`config.mk`:
```
export PLATFORM = sky130hd
export DESIGN_NAME = serial_add_ctrl
export DESIGN_NICKNAME = d
export VERILOG_FILES = /design/src/rtl/serial_add_ctrl.sv
export SDC_FILE = /design/constraint.sdc
export NUM_CORES = 1
export LEC_CHECK = 0
export BUFFER_PORTS_ARGS = -buffer_cell sky130_fd_sc_hd__buf_2
export CAP_MARGIN = 25
export CELL_PAD_IN_SITES_DETAIL_PLACEMENT = 0
export CELL_PAD_IN_SITES_GLOBAL_PLACEMENT = 1
export CORE_MARGIN = 1
export CORE_UTILIZATION = 42
export CTS_BUF_LIST = sky130_fd_sc_hd__clkbuf_8 sky130_fd_sc_hd__clkbuf_16
export CTS_CLUSTER_DIAMETER = 80
export CTS_CLUSTER_SIZE = 16
export DETAILED_ROUTE_END_ITERATION = 16
export PLACE_DENSITY_LB_ADDON = 0.2
export SETUP_SLACK_MARGIN = 0.02
export SYNTH_ARGS = -nofsm -noshare
export SYNTH_HDL_FRONTEND = slang
export SYNTH_SLANG_ARGS = --single-unit
```
`constraint.sdc`:
```
create_clock -name Clock -period 1.8 [get_ports Clock]
set_clock_uncertainty 0.2 [all_clocks]
set_input_delay 0.36 -clock Clock [delete_from_list [all_inputs] [get_ports Clock]]
set_output_delay 0.36 -clock Clock [all_outputs]
set_load 0.05 [all_outputs]
```
`src/rtl/serial_add_ctrl.sv`:
```
// Bit-serial adder: one full-adder cell is stepped over WIDTH cycles, LSB first.
// Operands are captured on start; sum/cout are registered and only change at completion.

module serial_add_fa (
  input  logic x,
  input  logic y,
  input  logic c,
  output logic s,
  output logic co
);
  assign s  = x ^ y ^ c;
  assign co = (x & y) | (x & c) | (y & c);
endmodule

module serial_add_ctrl #(
  parameter int WIDTH = 4
) (
  input  logic             Clock,
  input  logic             Resetn,
  input  logic             start,
  input  logic [WIDTH-1:0] a,
  input  logic [WIDTH-1:0] b,
  input  logic             cin,
  output logic             busy,
  output logic             done,
  output logic [WIDTH-1:0] sum,
  output logic             cout
);
  localparam int CW = $clog2(WIDTH);
  localparam logic [CW-1:0] LAST = CW'(WIDTH - 1);

  typedef enum logic [1:0] {IDLE, RUN, DONE} state_t;

  state_t           state, state_nxt;
  logic [WIDTH-1:0] a_sh, b_sh;
  logic [WIDTH-2:0] r_sh;
  logic [WIDTH-1:0] r_nxt;
  logic [CW-1:0]    cnt;
  logic             carry;
  logic             fa_s, fa_co;
  logic             accept, last;

  serial_add_fa u_fa (
    .x  (a_sh[0]),
    .y  (b_sh[0]),
    .c  (carry),
    .s  (fa_s),
    .co (fa_co)
  );

  // Result bits enter at the MSB; after WIDTH steps bit 0 has reached position 0.
  assign r_nxt = {fa_s, r_sh};
  assign last  = (cnt == LAST);

  always_ff @(posedge Clock or negedge Resetn) begin
    if (!Resetn) state <= IDLE;
    else         state <= state_nxt;
  end

  always_comb begin
    state_nxt = state;
    case (state)
      IDLE:    if (start) state_nxt = RUN;
      RUN:     if (last)  state_nxt = DONE;
      DONE:    state_nxt = start ? RUN : IDLE;
      default: state_nxt = IDLE;
    endcase
  end

  always_comb begin
    busy   = (state == RUN);
    done   = (state == DONE);
    accept = start && (state == IDLE || state == DONE);
  end

  always_ff @(posedge Clock or negedge Resetn) begin
    if (!Resetn) begin
      a_sh  <= '0;
      b_sh  <= '0;
      r_sh  <= '0;
      carry <= 1'b0;
      cnt   <= '0;
      sum   <= '0;
      cout  <= 1'b0;
    end else if (accept) begin
      a_sh  <= a;
      b_sh  <= b;
      carry <= cin;
      cnt   <= '0;
    end else if (state == RUN) begin
      a_sh  <= a_sh >> 1;
      b_sh  <= b_sh >> 1;
      r_sh  <= r_nxt[WIDTH-1:1];
      carry <= fa_co;
      cnt   <= cnt + 1'b1;
      if (last) begin
        sum  <= r_nxt;
        cout <= fa_co;
      end
    end
  end
endmodule
```
==> metrics.yaml, run 1 <==
status: "completed"
drt-met1-wl_um: 822
ff2ff_path_depth: 2
overflow: 0
synth_xor_area_share_pct: 0.861
hold_end: "b_sh[2]"
yosys-top-cells-area: "dfrtp_1 (52%), mux2_4 (8.9%), mux2i_1 (6.9%)"
ys_types: 25
cap_violations: 0
grt_max_degree: 22
drc_errors: 0
worst_slew_pin_slew_ns: 0.454
finalSetupViolations: 0
die-width_um: 51.2
critPathKind: "flip-flop to output port"
wirelength_mm: 1.73
ir_worst_vdd_mv: 0.938
ios: 19
slew_violations: 0
hold_path_startpoint: "b[2]"
die_h_um: 51.2
synth-simple-area-share_pct: 13.8
synth_seq_area_share_pct: 51.7
nNetsFinal: 122
rr_startpoint: "carry"
port_buffers: 18
cp.required_ns: 1.24
clk_latency_ns: 0.25
top_layer_used: "met4"
antenna_found_initial: 0
drive_gt1_share_pct: 32.7
crit_path_start_kind: "flip-flop"
powerDensity_nw_per_um2: 1930
clk_pin_slew_worst_paths_ns: 0.07
grt_util_all_layers_pct: 16.4
worst_setup_path_end_kind: "output port"
fmax_mhz: 580
worstPathArrival_ns: 1.16
drtPass1Iterations: 4
synth_mux_area_share_pct: 15.7
coreArea_sq_um: 2250
std_cell_rows: 17
syn-num-nets: 100
cts_htree_levels: 1
drt_iter0_markers: 14
grt_pass1_vias: 670
grt_pass1_wl_mm: 3.11
start_util_pct: 45.1
syn_area_sq_um: 1020
placed_cell_area_sq_um: 1130
yosys_warnings: 0
gp_congestion: 0.689
worstReg2RegEnd: "sum[3]"
cts_tree: "built"
power_leakage_nw: 0.575
min_period_ns: 1.72
dieArea_sq_um: 2620
syn_area_per_cell_sq_um: 11.8
synth_compound_area_share_pct: 10.7
vias_per_cell: 5.13
ant_nets: 0
routedWlPerCell_um: 12.8
dr_wl_met2_um: 812
synth_seq_cells: 21
r2r_slack_ns: 0.27
cts_buffers: 3
synth_top_area_share_pct: 51.7
synthAdderAreaFrac_pct: 3.20
dp_hpwl_mm: 1.27
hp-class: "input port to flip-flop"
antenna_cells: 0
rsz0062_at_grt: "no"
path_max_fanout: 10
finalHoldViolCount: 0
cts.path.max_buffers: 2
fin_area_sq_um: 1190
syn_to_final_growth_pct: 17.1
synth_top_family_by_area: "multiplexers"
hold_path_depth: 3
via_count: 692
tns_ns: 0
wl_met3_um: 90
yosysTopAreaCell: "dfrtp_1"
slew_headroom_pct: 69.7
synth_cells: 86
cts_root_buffer: "clkbuf_8"
clock_sinks: 21
fin_crit_sh_pct: 95.8
## power by group
group          internal, W  switching (W)
registers         0.000697       0.000171
logic             0.000484       0.000652
clock network     0.000154       0.000143
total              0.00133       0.000966
## registers in the layout (all words and copies together) (netlist names)
signal,flops
b_sh,4
sum,4
carry,1
cnt,2
a_sh,4
cout,1
state,2
r_sh,3
## repair_timing
action                                  4_1_cts  5_1_grt
hold buffers                                  1        0
buffers inserted                              0        0
endpoints found under the hold margin        21        0
endpoints found under the setup margin        2        1
gates resized for setup                       2        1
pin swaps                                     0        0
## cells in the mapped netlist
cell      number
dfrtp_1       21
nand2_1       10
mux2i_1        7
nor2b_1        7
mux2_4         6
a211oi_1       5
a21oi_1        5
nand3_1        3
o21ai_0        3
a22o_1         2
buf_4          2
nor2_1         2
a22oi_1        1
buf_2          1
buf_6          1
fa_1           1
ha_1           1
inv_1          1
inv_4          1
nand2_4        1
nand2b_1       1
nand2b_4       1
nor3_1         1
o22ai_1        1
xnor2_1        1
## layout make-up
cell class | count | area, sq um
Clock buffer | 3 | 41.3
Sequential cell | 21 | 527
Inverter | 2 | 10.0
Fill cell | 222 | 1060
Clock inverter | 1 | 5.00
Multi-Input combinational cell | 59 | 453
Tap cell | 28 | 35.0
Timing Repair Buffer | 21 | 120
## cell families (layout without fill, tap and decap cells)
group	after synthesis	count (layout)
xor+xnor	1	1
simple gates	26	26
buf+inv	6	27
flops	21	21
compound gates	17	17
mux	13	13
fa+ha+maj	2	2
## metal layers
| metal | vias up | global-route usage [%] |
|---|---|---|
| met3 | 2 | 6.25 |
| met1 | 324 | 20.8 |
| met4 | 0 | 4.05 |
| met5 | - | 0 |
| li1 | 344 | - |
| met2 | 22 | 26.3 |
## per-stage QoR
stage	total power, W	hold slack (ns)	worst slack (ns)	instances	utilization [%]
final	0.00230	0.115	0.0759	135	52.8
after global routing	0.00249	0.135	0.0316	135	52.8
after CTS	0.00233	0.109	0.0425	135	52.7
after detailed placement	0.00202	0.142	0.264	130	50.1
after global placement	0.00200	0.147	0.260	130	50.1
after floorplan	0.00177	-0.136	0.225	86	-
## critical path, stage by stage, from the launching register on
cell and delay [ns]:
dfrtp_1 0.38, buf_4 0.19, nor2b_2 0.16, buf_4 0.18
## worst max-delay path by stage
stage | startpoint | to | slack (ns) | cells past startpoint
finish | state[1] | done | 0.08 | 3
global route | state[1] | done | 0.03 | 3
CTS | state[1] | busy | 0.04 | 3
detailed placement | carry | sum[3] | 0.26 | 2
global placement | carry | sum[3] | 0.26 | 2
floorplan | state[0] | done | 0.22 | 2
## cells in the final DEF (no fill, tap or decap), drive strengths merged
cell / Yosys / final
a211oi: 5 / 5
a21oi: 5 / 5
a22o: 2 / 2
a22oi: 1 / 1
buf: 4 / 19
clkbuf: 0 / 4
clkinv: 0 / 1
dfrtp: 21 / 21
dlygate4sd3: 0 / 1
fa: 1 / 1
ha: 1 / 1
inv: 2 / 2
mux2: 6 / 6
mux2i: 7 / 7
nand2: 11 / 11
nand2b: 2 / 2
nand3: 3 / 3
nor2: 2 / 2
nor2b: 7 / 7
nor3: 1 / 1
o21ai: 3 / 3
o22ai: 1 / 1
xnor2: 1 / 1
No activity file was read; power rests on OpenSTA's default activity.
==> inputs of run 2 (changes only) <==
- ABC_AREA: not set -> 1
- CORE_UTILIZATION: 42 -> 39
- RECOVER_POWER: not set -> 100
==> metrics.yaml, run 2 <==
status: "completed"  # unchanged
cts_buffers: 3  # unchanged
powerDensity_nw_per_um2: 1960  # was 1930 nW/um^2
tns_ns: 0  # unchanged
worst_slew_pin_slew_ns: 0.593  # was 0.454 ns
clk_latency_ns: 0.26  # was 0.25 ns
fin_crit_sh_pct: 96.0  # was 95.8%
die_h_um: 52.2  # was 51.2 um
dieArea_sq_um: 2730  # was 2620 sq um
grt_max_degree: 22  # unchanged
finalPower_w: 0.00224  # was 0.00230 W
routedWlPerCell_um: 11.8  # was 12.8 um
coreArea_sq_um: 2300  # was 2250 sq um
cts_root_buffer: "clkbuf_8"  # unchanged
overflow: 0  # unchanged
port_buffers: 18  # unchanged
worstPathArrival_ns: 1.17  # was 1.16 ns
grt_util_all_layers_pct: 17.6  # was 16.4%
syn-num-nets: 124  # was 100
nNetsFinal: 148  # was 122
synth_compound_area_share_pct: 4.57  # was 10.7%
drc_errors: 0  # unchanged
synth-simple-area-share_pct: 30.9  # was 13.8%
r2r_slack_ns: 0.22  # was 0.27 ns
drt_iter0_markers: 6  # was 14
ys_types: 20  # was 25
synth_top_area_share_pct: 53.4  # was 51.7%
top_regs: "a_sh x4, b_sh x4, sum x4"  # unchanged
grt_pass1_wl_mm: 3.32  # was 3.11 mm
vias_per_cell: 4.47  # was 5.13
cap_violations: 0  # unchanged
synth_seq_cells: 21  # unchanged
yosys_warnings: 0  # unchanged
hp-class: "input port to flip-flop"  # unchanged
synth_xor_area_share_pct: 0  # was 0.861%
drtPass1Iterations: 4  # unchanged
cts_htree_levels: 1  # unchanged
power_leakage_nw: 0.617  # was 0.575 nW
yosysMostFrequentCell: "nand2_1"  # was dfrtp_1
synth-edff-count: 0  # unchanged
yosysTopAreaCell: "dfrtp_1"  # unchanged
cp.required_ns: 1.24  # about the same
synthAdderAreaFrac_pct: 3.30  # was 3.20%
critPathMaxStageDelay_ns: 0.45  # was 0.38 ns
critPathKind: "flip-flop to output port"  # unchanged
path_max_fanout: 7  # was 10
via_count: 720  # was 692
finalSetupViolations: 0  # unchanged
syn_area_per_cell_sq_um: 8.95  # was 11.8 sq um
synth_cells: 110  # was 86
gp_congestion: 0.687  # was 0.689
wirelength_mm: 1.90  # was 1.73 mm
ant_nets: 0  # unchanged
yosys-top-cells-area: "dfrtp_1 (53%), nand2_1 (16%), inv_1 (4.2%)"  # was dfrtp_1 (52%), mux2_4 (8.9%), mux2i_1 (6.9%)
start_util_pct: 42.9  # was 45.1%
slew_headroom_pct: 60.6  # was 69.7%
finalHoldViolCount: 0  # unchanged
antenna_cells: 0  # unchanged
synth_seq_area_share_pct: 53.4  # was 51.7%
fmax_mhz: 579  # was 580 MHz
min_period_ns: 1.73  # was 1.72 ns
crit_path_start_kind: "flip-flop"  # unchanged
die-width_um: 52.2  # was 51.2 um
slew_violations: 0  # unchanged
synth_common_cells: "nand2_1 (43), dfrtp_1 (21), inv_1 (11)"  # was dfrtp_1 (21), nand2_1 (10), mux2i_1 (7), nor2b_1 (7), mux2_4 (6)
syn_area_sq_um: 985  # was 1020 sq um
drive_gt1_share_pct: 19.5  # was 32.7%
ios: 19  # unchanged
final_common_cell: "nand2_1"  # was dfrtp_1
antenna_found_initial: 0  # unchanged
critical-path-slowest-cell: "dfrtp_2"  # was dfrtp_1
final_cell_mix: "nand2_1 (44), dfrtp_1 (20), inv_1 (12)"  # was dfrtp_1 (20), buf_2 (16), nand2_1 (10)
synth-main-ff-cell: "dfrtp_1"  # unchanged
path_cells: "inv_4 -> nor2_1 -> clkbuf_2"  # was buf_4 -> nor2b_2 -> buf_4
clock_sinks: 21  # unchanged
synth_mux_area_share_pct: 0  # was 15.7%
cts.path.max_buffers: 2  # unchanged
synth_top_family_by_area: "simple AND/OR/NAND/NOR gates"  # was multiplexers
async_flop_share_pct: 100  # unchanged
post_cts_buffers: 0  # unchanged
worst_setup_path_end_kind: "output port"  # unchanged
cts_tree: "built"  # unchanged
dp_hpwl_mm: 1.40  # was 1.27 mm
std_cell_rows: 17  # unchanged
ir_worst_vdd_mv: 0.799  # was 0.938 mV
grt_pass1_vias: 753  # was 670
syn_to_final_growth_pct: 15.9  # was 17.1%
clk_pin_slew_worst_paths_ns: 0.08  # was 0.07 ns
rsz0062_at_grt: "no"  # unchanged
[run 2: changes by cell type in the layout (fill, tap and decap cells not counted), sizes merged, moves of 7 or more]
cell	delta
buf	-9
clkbuf	+8
inv	+12
mux2i	-7
nand2	+36
nor2b	-7
[run 2: final timing paths]
check,start,to,cells past startpoint
max,state[1],done,3
min,a[3],a_sh[3],3
max reg2reg,state[0],a_sh[2],5
min reg2reg,cnt[0],cnt[0],1
max in group asynchronous,Resetn,state[1],2
min in group asynchronous,Resetn,b_sh[2],2
[run 2: where the power goes]
group / total [W] / internal, W / switching (W)
Sequential: 0.000851 / 0.000696 / 0.000155
Clock: 0.000311 / 0.000154 / 0.000157
Combinational: 0.00107 / 0.000321 / 0.000753
Total: 0.00224 / 0.00117 / 0.00106
[run 2: cells by family (layout without fill, tap and decap cells)]
family / Yosys count / after routing
DFF: 21 / 21
buffers and inverters: 16 / 39
and+or+nand+nor: 62 / 62
AOI/OAI and AO/OA: 9 / 9
adders and majority gates: 2 / 2
[run 2: critical path: cells and delay by family, from the launching register on]
kind | cells | cell delay [ns]
buffers and inverters | 2 | 0.36
flip-flops | 1 | 0.45
AND/OR/NAND/NOR | 1 | 0.09
[run 2: metal layers]
metal  share of wire [%]  vias up  wire length, um  GRT usage, %
met5                   0        -                0             0
met4                 1.6        0               31          9.21
met3                 3.4        4               64          2.90
li1                    -      381                -             -
met2                  47       12              886          28.2
met1                  48      323              921          22.6
[run 2: what timing repair did]
action / CTS / global route
endpoints found under the setup margin: 1 / 0
hold buffers: 1 / 0
gates resized for setup: 1 / 0
endpoints found under the hold margin: 21 / 0
[run 2: through the flow]
stage | hold slack (ns) | worst slack, ns | cells | cell area (sq um) | utilization, %
global route | 0.116 | 0.0272 | 161 | 1140 | 49.7
floorplan | -0.136 | 0.0259 | 110 | 985 | -
detailed placement | 0.145 | 0.306 | 156 | 1110 | 48.1
finish | 0.0899 | 0.0717 | 161 | 1140 | 49.7
CTS | 0.0868 | 0.0650 | 161 | 1160 | 50.7
global placement | 0.140 | 0.320 | 156 | 1110 | 48.1
[run 2: layout make-up]
class                      instances  area, sq um
multi-input combinational         73          369
inverter                          15         66.3
clock inverter                     1         5.00
tap                               28         35.0
timing repair buffer              20         97.6
fill                             241         1160
sequential                        21          527
clock buffer                       3         41.3
